## config.mk

```make
export PLATFORM = sky130hd
export DESIGN_NAME = seq_detect_ctrl
export DESIGN_NICKNAME = d
export VERILOG_FILES = /design/src/rtl/seq_detect_pkg.sv /design/src/rtl/seq_detect_core.sv /design/src/rtl/seq_detect_ctrl.sv
export SDC_FILE = /design/constraint.sdc
export NUM_CORES = 1
export LEC_CHECK = 0
export ABC_AREA = 1
export CAP_MARGIN = 10
export CELL_PAD_IN_SITES_DETAIL_PLACEMENT = 1
export CELL_PAD_IN_SITES_GLOBAL_PLACEMENT = 2
export CORE_ASPECT_RATIO = 1.2
export CORE_UTILIZATION = 28
export DETAILED_ROUTE_END_ITERATION = 8
export PLACE_DENSITY_LB_ADDON = 0.1
export SLEW_MARGIN = 20
export SYNTH_ARGS = -nofsm -noshare
export SYNTH_HDL_FRONTEND = slang
export SYNTH_SLANG_ARGS = --single-unit
```

## constraint.sdc

```tcl
create_clock -name i_clk -period 1.3 [get_ports i_clk]
set_input_delay 0.195 -clock i_clk [delete_from_list [all_inputs] [get_ports i_clk]]
set_output_delay 0.195 -clock i_clk [all_outputs]
set_load 0.02 [all_outputs]
```

## src/rtl/seq_detect_pkg.sv

```systemverilog
// rtl/seq_detect_pkg.sv - FSM encodings, default pattern and counter sizing for seq_detect_ctrl
package seq_detect_pkg;

  typedef enum logic [1:0] {
    S_IDLE  = 2'd0,
    S_SHIFT = 2'd1,
    S_DONE  = 2'd2
  } state_t;

  localparam logic [3:0] PAT_DEF_C = 4'b1011;

  // Width needed to hold a down-counter running from n-1 to 0.
  function automatic int cnt_width(input int n);
    return (n > 1) ? $clog2(n) : 1;
  endfunction

endpackage

```

## src/rtl/seq_detect_core.sv

```systemverilog
// rtl/seq_detect_core.sv - programmable Moore detector: bit history, fill level, pattern register
// match_nxt exposes the value o_match takes on the coming bit edge so the controller can count in step.
module seq_detect_core
  import seq_detect_pkg::*;
#(
  parameter int              PW      = 4,
  parameter logic [PW-1:0]   PAT_DEF = PAT_DEF_C
) (
  input  logic          clk,
  input  logic          rst,
  input  logic          bit_in,
  input  logic          bit_valid,
  input  logic          clear,
  input  logic          load,
  input  logic [PW-1:0] pat_in,
  output logic          match,
  output logic          match_nxt
);

  localparam int FW = $clog2(PW + 1);

  logic [PW-1:0] pattern;
  logic [PW-1:0] hist;
  logic [PW-1:0] hist_nxt;
  logic [FW-1:0] fill;

  assign hist_nxt  = {hist[PW-2:0], bit_in};
  // A match needs PW real bits of history, counting the one arriving now.
  assign match_nxt = (hist_nxt == pattern) && (fill >= FW'(PW - 1));

  always_ff @(posedge clk or posedge rst) begin
    if (rst) begin
      pattern <= PAT_DEF;
      hist    <= '0;
      fill    <= '0;
      match   <= 1'b0;
    end else begin
      if (load) begin
        pattern <= pat_in;
      end
      if (clear) begin
        hist  <= '0;
        fill  <= '0;
        match <= 1'b0;
      end else if (bit_valid) begin
        hist  <= hist_nxt;
        match <= match_nxt;
        if (fill != FW'(PW)) begin
          fill <= fill + 1'b1;
        end
      end
    end
  end

endmodule

```

## src/rtl/seq_detect_ctrl.sv

```systemverilog
// rtl/seq_detect_ctrl.sv - word-level controller feeding words MSB-first into seq_detect_core
// Build option SEQ_DETECT_CTRL_SAT_EN: o_cnt saturates instead of wrapping.
module seq_detect_ctrl
  import seq_detect_pkg::*;
#(
  parameter int            DW      = 8,
  parameter int            PW      = 4,
  parameter int            CW      = 8,
  parameter logic [PW-1:0] PAT_DEF = PAT_DEF_C
) (
  input  logic          i_clk,
  input  logic          i_rst,
  input  logic [PW-1:0] i_pat,
  input  logic          i_pat_load,
  input  logic [DW-1:0] i_data,
  input  logic          i_valid,
  output logic          o_ready,
  output logic          o_match,
  output logic          o_done,
  output logic          o_hit,
  output logic [CW-1:0] o_cnt,
  output logic          o_busy
);

  localparam int BW = cnt_width(DW);

  state_t        state;
  state_t        state_nxt;
  logic [DW-1:0] sreg;
  logic [BW-1:0] bcnt;
  logic [CW-1:0] cnt;
  logic [CW-1:0] cnt_inc;
  logic          word_hit;
  logic          hit;
  logic          done;
  logic          accept;
  logic          pat_load;
  logic          shift_en;
  logic          match_nxt;

  assign accept   = (state == S_IDLE) && i_valid;
  assign pat_load = (state == S_IDLE) && i_pat_load;
  assign shift_en = (state == S_SHIFT);

`ifdef SEQ_DETECT_CTRL_SAT_EN
  assign cnt_inc = (cnt == {CW{1'b1}}) ? cnt : cnt + 1'b1;
`else
  assign cnt_inc = cnt + 1'b1;
`endif

  always_ff @(posedge i_clk or posedge i_rst) begin
    if (i_rst) begin
      state <= S_IDLE;
    end else begin
      state <= state_nxt;
    end
  end

  always_comb begin
    state_nxt = state;
    case (state)
      S_IDLE:  if (accept) state_nxt = S_SHIFT;
      S_SHIFT: if (bcnt == '0) state_nxt = S_DONE;
      S_DONE:  state_nxt = S_IDLE;
      default: state_nxt = S_IDLE;
    endcase
  end

  always_comb begin
    o_ready = (state == S_IDLE) && !i_rst;
    o_busy  = (state == S_SHIFT) || (state == S_DONE);
  end

  always_ff @(posedge i_clk or posedge i_rst) begin
    if (i_rst) begin
      sreg     <= '0;
      bcnt     <= '0;
      cnt      <= '0;
      word_hit <= 1'b0;
      hit      <= 1'b0;
      done     <= 1'b0;
    end else begin
      done <= (state == S_DONE);
      if (accept) begin
        sreg     <= i_data;
        bcnt     <= BW'(DW - 1);
        word_hit <= 1'b0;
      end else if (shift_en) begin
        sreg <= {sreg[DW-2:0], 1'b0};
        bcnt <= bcnt - 1'b1;
        if (match_nxt) begin
          word_hit <= 1'b1;
        end
      end
      if (pat_load) begin
        cnt <= '0;
      end else if (shift_en && match_nxt) begin
        cnt <= cnt_inc;
      end
      if (state == S_DONE) begin
        hit <= word_hit;
      end
    end
  end

  seq_detect_core #(
    .PW      (PW),
    .PAT_DEF (PAT_DEF)
  ) u_core (
    .clk       (i_clk),
    .rst       (i_rst),
    .bit_in    (sreg[DW-1]),
    .bit_valid (shift_en),
    .clear     (pat_load),
    .load      (pat_load),
    .pat_in    (i_pat),
    .match     (o_match),
    .match_nxt (match_nxt)
  );

  assign o_done = done;
  assign o_hit  = hit;
  assign o_cnt  = cnt;

endmodule

```

# ---- Word-level counts from Yosys, hierarchy flattened
# Index checks and enable logic that the tools add are counted.
dict set report totals {
  output_inout_bits 13
  word_cells 57
  latch_bits 0
  mem_count 0
  ramBits 0
  rom_bits 0
  in_bits 16
  ff_bits 35
}
dict set report op_classes {
  bitwise 0
  order_cmp 1
  addsub 3
  n_eq_ne 6
  n_shift 0
  reduce_logical 17
  muxes 19
  multipliers 0
  n_div 0
}
# op count
set ops {}
lappend ops {{8-bit 2-to-1 mux} 4}
lappend ops {{3-bit 2-to-1 mux} 7}
lappend ops {{2-bit nonzero test} 5}
lappend ops {{8-bit by 1-bit adder with 8-bit output (second input constant)} 1}
lappend ops {{2-bit AND reduction} 3}
lappend ops {{1-bit logical AND} 5}
lappend ops {{1-bit 2-to-1 mux} 5}
lappend ops {{4-bit == test} 1}
lappend ops {{2-bit 2-to-1 mux} 2}
lappend ops {{2-bit case mux with 2 select lines} 1}
lappend ops {{3-bit by 1-bit adder with 3-bit output (second input constant)} 1}
lappend ops {{3-bit by 2-bit >= comparator with 1-bit output (second input constant)} 1}
lappend ops {{3-bit logical NOT} 1}
lappend ops {{3-bit != test (second input constant)} 1}
lappend ops {{3-bit by 1-bit subtractor with 3-bit output (second input constant)} 1}
lappend ops {{2-bit by 1-bit == test with 1-bit output (second input constant)} 1}
lappend ops {{2-bit == test (second input constant)} 1}
lappend ops {{2-bit logical NOT} 1}
lappend ops {{2-bit by 1-bit != test with 1-bit output (second input constant)} 1}
lappend ops {{2-bit != test (second input constant)} 1}
lappend ops {{1-bit logical NOT} 1}
lappend ops {{1-bit logical OR} 1}

# ---- Logic depth before layout (Yosys ltp)
dict set report depth {
  ltp_word 5
  mapped_depth 10
}

# ---- Cells and area by module
# Synthesis repeated with hierarchy kept, for this count alone.
dict set report hier_totals {
  cells_unflattened 208
  hier_area_um2 1773.0
}
# mod area_per_inst_um2 n_inst cells_per_inst
set by_module_without_submodules {}
lappend by_module_without_submodules {seq_detect_ctrl 1208.7 1 143}
lappend by_module_without_submodules {seq_detect_core 564.3 1 65}

# ---- Worst setup path after synthesis
# Ideal clock, no wire load.
dict set report synth_path {
  path_kind {register to register}
  startpoint {register u_core.fill[0]}
  endpoint {register cnt[5], in the netlist o_cnt[5]}
  setup_ns 0.066
  n_path_buf 1
  arrival_ns 1.302
  stages_incl_launch_ff 11
  t_required_ns 1.234
  setup_slack_ns -0.068
  period_less_slack_ns 1.368
  cell_sequence {dfrtp_1 ha_1 ha_1 nor2_1 nand2_1 nand2_1 inv_1 nand3_1 buf_6 nand3_1 nand2_1}
}
dict set report synth_via {
  elab_chain_len 4
}
# item line_no
set synth_lines {}
lappend synth_lines {{start, declared} seq_detect_core.sv:25} ;# logic [FW-1:0] fill;
lappend synth_lines {{start signal, assigned} seq_detect_core.sv:49} ;# fill <= fill + 1'b1;
lappend synth_lines {{3-bit by 2-bit >= comparator with 1-bit output} seq_detect_core.sv:29} ;# assign match_nxt = (hist_nxt == pattern) && (fill >= FW'(PW - 1));
lappend synth_lines {{1-bit logical AND} seq_detect_core.sv:29}
lappend synth_lines {{1-bit logical AND} seq_detect_ctrl.sv:97} ;# end else if (shift_en && match_nxt) begin
lappend synth_lines {{2-bit nonzero test (no source line)} --}
lappend synth_lines {{end signal, assigned} seq_detect_ctrl.sv:98} ;# cnt <= cnt_inc;
lappend synth_lines {{end, declared} seq_detect_ctrl.sv:31} ;# logic [CW-1:0] cnt;
# No other way between the ends.
# A chain may end at the register's enable or synchronous reset.

# ---- Worst setup path in the final report
dict set report layout_path {
  startpoint {register state[1]}
  endpoint {output o_ready}
}
dict set report layout_via {
  elab_chain_len 2
}
# item line_no
set layout_lines {}
lappend layout_lines {{start, declared} seq_detect_ctrl.sv:27} ;# state_t state;
lappend layout_lines {{start signal, assigned} seq_detect_ctrl.sv:55} ;# state <= state_nxt;
lappend layout_lines {{2-bit logical NOT} seq_detect_ctrl.sv:70} ;# o_ready = (state == S_IDLE) && !i_rst;
lappend layout_lines {{1-bit logical AND} seq_detect_ctrl.sv:70}
lappend layout_lines {{end, declared} seq_detect_ctrl.sv:17} ;# output logic o_ready,
# No other way between the ends.

==> metrics.log <==
INFO  metric first_pass_grt_wire_length = 8560 microns
INFO  metric postSynthAreaPerCell = 7.83 sq um
INFO  metric dominantRegCellSynth = dfrtp_1
INFO  metric antennaDiodeCount = 0
INFO  metric dpl_cell_area = 2550 sq um
INFO  metric final_critical_path_setup_slack = -0.145 ns
INFO  metric cts.root.buffer_cell = clkbuf_8
INFO  metric antenna_found_initial = 0
INFO  metric via_count_of_the_first_global_routing_pass = 1,830
INFO  metric synth_area = 1840 sq um
INFO  metric gr-total-overflow = 0
INFO  metric max_slew_violation_count = 0
INFO  metric failing_checks = negative setup slack
INFO  metric cell_types_with_the_highest_counts_after_synthesis = nand2_1 (67), dfrtp_1 (32), inv_1 (31)
INFO  metric max_slew_margin = 78.9%
INFO  metric std_cell_rows = 32
INFO  metric pin_count_of_the_biggest_net_entering_global_routing = 17
INFO  metric grt_setup_unrepaired = true
INFO  metric min-delay-path-class = in -> async
INFO  metric postSynth.asyncResetShare = 100%
INFO  metric final_layout_size_suffix_gt1_share = 45.1%
INFO  metric floorplan.initialDensity = 28.7%
INFO  metric cts_sinks = 35
INFO  metric reg2reg_slack = -0.14 ns
INFO  metric period_share = 111%
INFO  metric layout.filler_cells = 736
INFO  metric r2r_end = o_cnt[1]
INFO  metric synthToLayoutAreaGrowth = 75.7%
INFO  metric largest_fanout_of_any_net_on_the_critical_path = 3
INFO  metric run_status = complete, but fails checks
INFO  metric highest_clock_rate = 0.692 GHz
INFO  metric startpoint_type = flip-flop
INFO  metric worstPathArrival = 1.25 ns
INFO  metric route.antenna.remaining_nets = 0
INFO  metric finish.net_count = 342
INFO  metric synth_top_area_share = 43.5%
INFO  metric postSynthCellCount = 235
INFO  metric portBuffers = 28
INFO  metric worst_r2r_path_depth = 8
INFO  metric worstReg2RegStart = state[1]
INFO  metric skew_pair_late_insertion_delay = 0.29 ns
INFO  metric required = 1.11 ns
INFO  metric yosys-top-cells-area = dfrtp_1 (44%), nand2_1 (14%), ha_1 (6.8%), inv_1 (6.3%), nand3_1 (6.0%)
INFO  metric synth_seq_cells = 35
INFO  metric yosysMostFrequentCell = nand2_1
INFO  metric synth_edf_count = 0
INFO  metric finalHoldViolCount = 0
INFO  metric synth_top_area_cell = dfrtp_1
INFO  metric die-width = 76.0 microns
INFO  metric clock_path_buffers = 2
INFO  metric vias = 1,823
INFO  metric max-cap-violations = 0
INFO  metric ys_types = 21
INFO  metric final.min_clock_period = 1.44 ns
INFO  metric die_area = 6900 sq um
INFO  metric vert_die_dim = 90.8 microns
INFO  metric place.gp.congestion = 0.696
INFO  metric totalWireLength = 5210 microns
INFO  metric placeableCoreArea = 6410 sq um
INFO  metric finish.instance_area = 3230 sq um
INFO  metric ys.warnings.count = 0
INFO  metric cp-end-kind = output pin
INFO  metric place_hpwl = 3540 microns
INFO  metric powerDensity = 2410 nW/um^2
INFO  metric global_route.usage.total = 15.8%
INFO  metric critPathLaunch = state[1]
INFO  metric ys_seq_area_share = 47.8%
INFO  metric timing.setup.critical_path_class = reg -> out
INFO  metric clkSlewWorstSetupHoldPaths = 0.07 ns
INFO  metric whs = 0.249 ns
INFO  metric setup_viol_count_final = 29
INFO  metric htree_num_levels = 2
INFO  metric drt_iter0_drc = 44
INFO  metric cts_buffers = 5
INFO  metric avgRoutedWirePerCell = 13.0 microns
INFO  metric max_clock_skew = 0.00328 ns
INFO  metric cts_tree = built
INFO  metric p_leak = 0.00152 uW
INFO  metric route.detailed.drc = 0
INFO  metric num_io_pins = 29
INFO  metric ir_drop = 0.873 mV
INFO  metric tightestPinTransition = 0.316 ns
INFO  metric postSynthNetCount = 261
INFO  metric drt-vias-per-instance = 4.53
INFO  metric first_pass_iters = 4
-- where the power goes --
part | internal [uW] | leakage (uW) | switching (uW)
registers | 1620 | 0.000433 | 311
logic | 2440 | 0.00103 | 2540
clock network | 484 | 0.0000515 | 391
-- placed cells by master, fill, tap and decap left out, drive strengths merged --
cell / instances
dfstp: 3
nor2: 19
or2: 1
o31ai: 1
clkbuf: 10
nand3: 22
o211ai: 1
dfrtp: 32
o21ai: 23
ha: 10
o21bai: 2
nor3b: 1
a21oi: 13
clkdlybuf4s50: 15
dlygate4sd2: 10
inv: 32
nand2: 69
buf: 53
-- metal layers --
layer  global-route usage (%)  part of all wire [%]  vias up
met5                        0                     0        -
met4                     6.25                   1.6        0
met3                     2.53                   2.2        7
met2                     28.8                    55       22
met1                     18.4                    41      884
li1                         -                     -      910
-- state kept, by name, summed over array words and instances, names as in the netlist --
register	count
o_cnt	8
sreg	8
u_core.pattern	4
bcnt	3
u_core.fill	3
u_core.hist	3
state	2
o_done	1
o_hit	1
u_core.match	1
word_hit	1
-- worst max path at each step --
| stage | to | slack (ns) | cells after the start |
|---|---|---|---|
| 6_report | o_ready | -0.14 | 5 |
| 5_1_grt | o_cnt[7] | -0.22 | 10 |
| 4_1_cts | o_cnt[1] | -0.14 | 10 |
| 3_5_place_dp | o_ready | -0.27 | 5 |
| 3_3_place_gp | o_ready | -0.24 | 5 |
| 2_1_floorplan | o_cnt[5] | -0.01 | 10 |
-- worst max-delay path, stage by stage (launching register included) --
cell and delay, ns:
dfrtp_1 0.40, inv_2 0.11, ha_4 0.18, inv_4 0.05, nor2_4 0.10, buf_6 0.12
-- kinds of logic after synthesis --
| family | count (synthesis) | share of synthesized area (%) |
|---|---|---|
| AO/OA/AOI/OAI | 40 | 11.8 |
| adder cells (fa/ha/maj) | 10 | 6.80 |
| buffers and inverters | 38 | 8.50 |
| flip-flops | 35 | 47.8 |
| AND/OR/NAND/NOR | 112 | 25.1 |
-- stage by stage --
| step | setup WS [ns] | total power [uW] | instances | utilization, % | setup TNS [ns] |
|---|---|---|---|---|---|
| floorplan | -0.0144 | 3680 | 235 | - | -0.119 |
| global placement | -0.244 | 5230 | 382 | 39.8 | -3.85 |
| detailed placement | -0.274 | 5300 | 382 | 39.8 | -4.82 |
| CTS | -0.143 | 6550 | 392 | 43.5 | -1.51 |
| global route | -0.221 | 8400 | 402 | 50.5 | -4.64 |
| finish | -0.145 | 7780 | 402 | 50.5 | -2.72 |
-- repair_timing --
item,in CTS,in global routing
hold endpoints to repair,0,0
hold buffers,0,0
setup buffers,2,9
setup endpoints to repair,45,36
pin swaps,5,20
gates cloned,0,1
gates resized for setup,68,98
-- layout make-up --
cell class	count	area, sq um	share of cell area [%]
Sequential cell	35	880	27.2
Inverter	32	145	4.49
Tap cell	85	106	3.29
Timing Repair Buffer	80	836	25.9
Multi-Input combinational cell	162	1170	36.1
Clock buffer	8	100	3.10
Power figures use the tool's default switching activity.
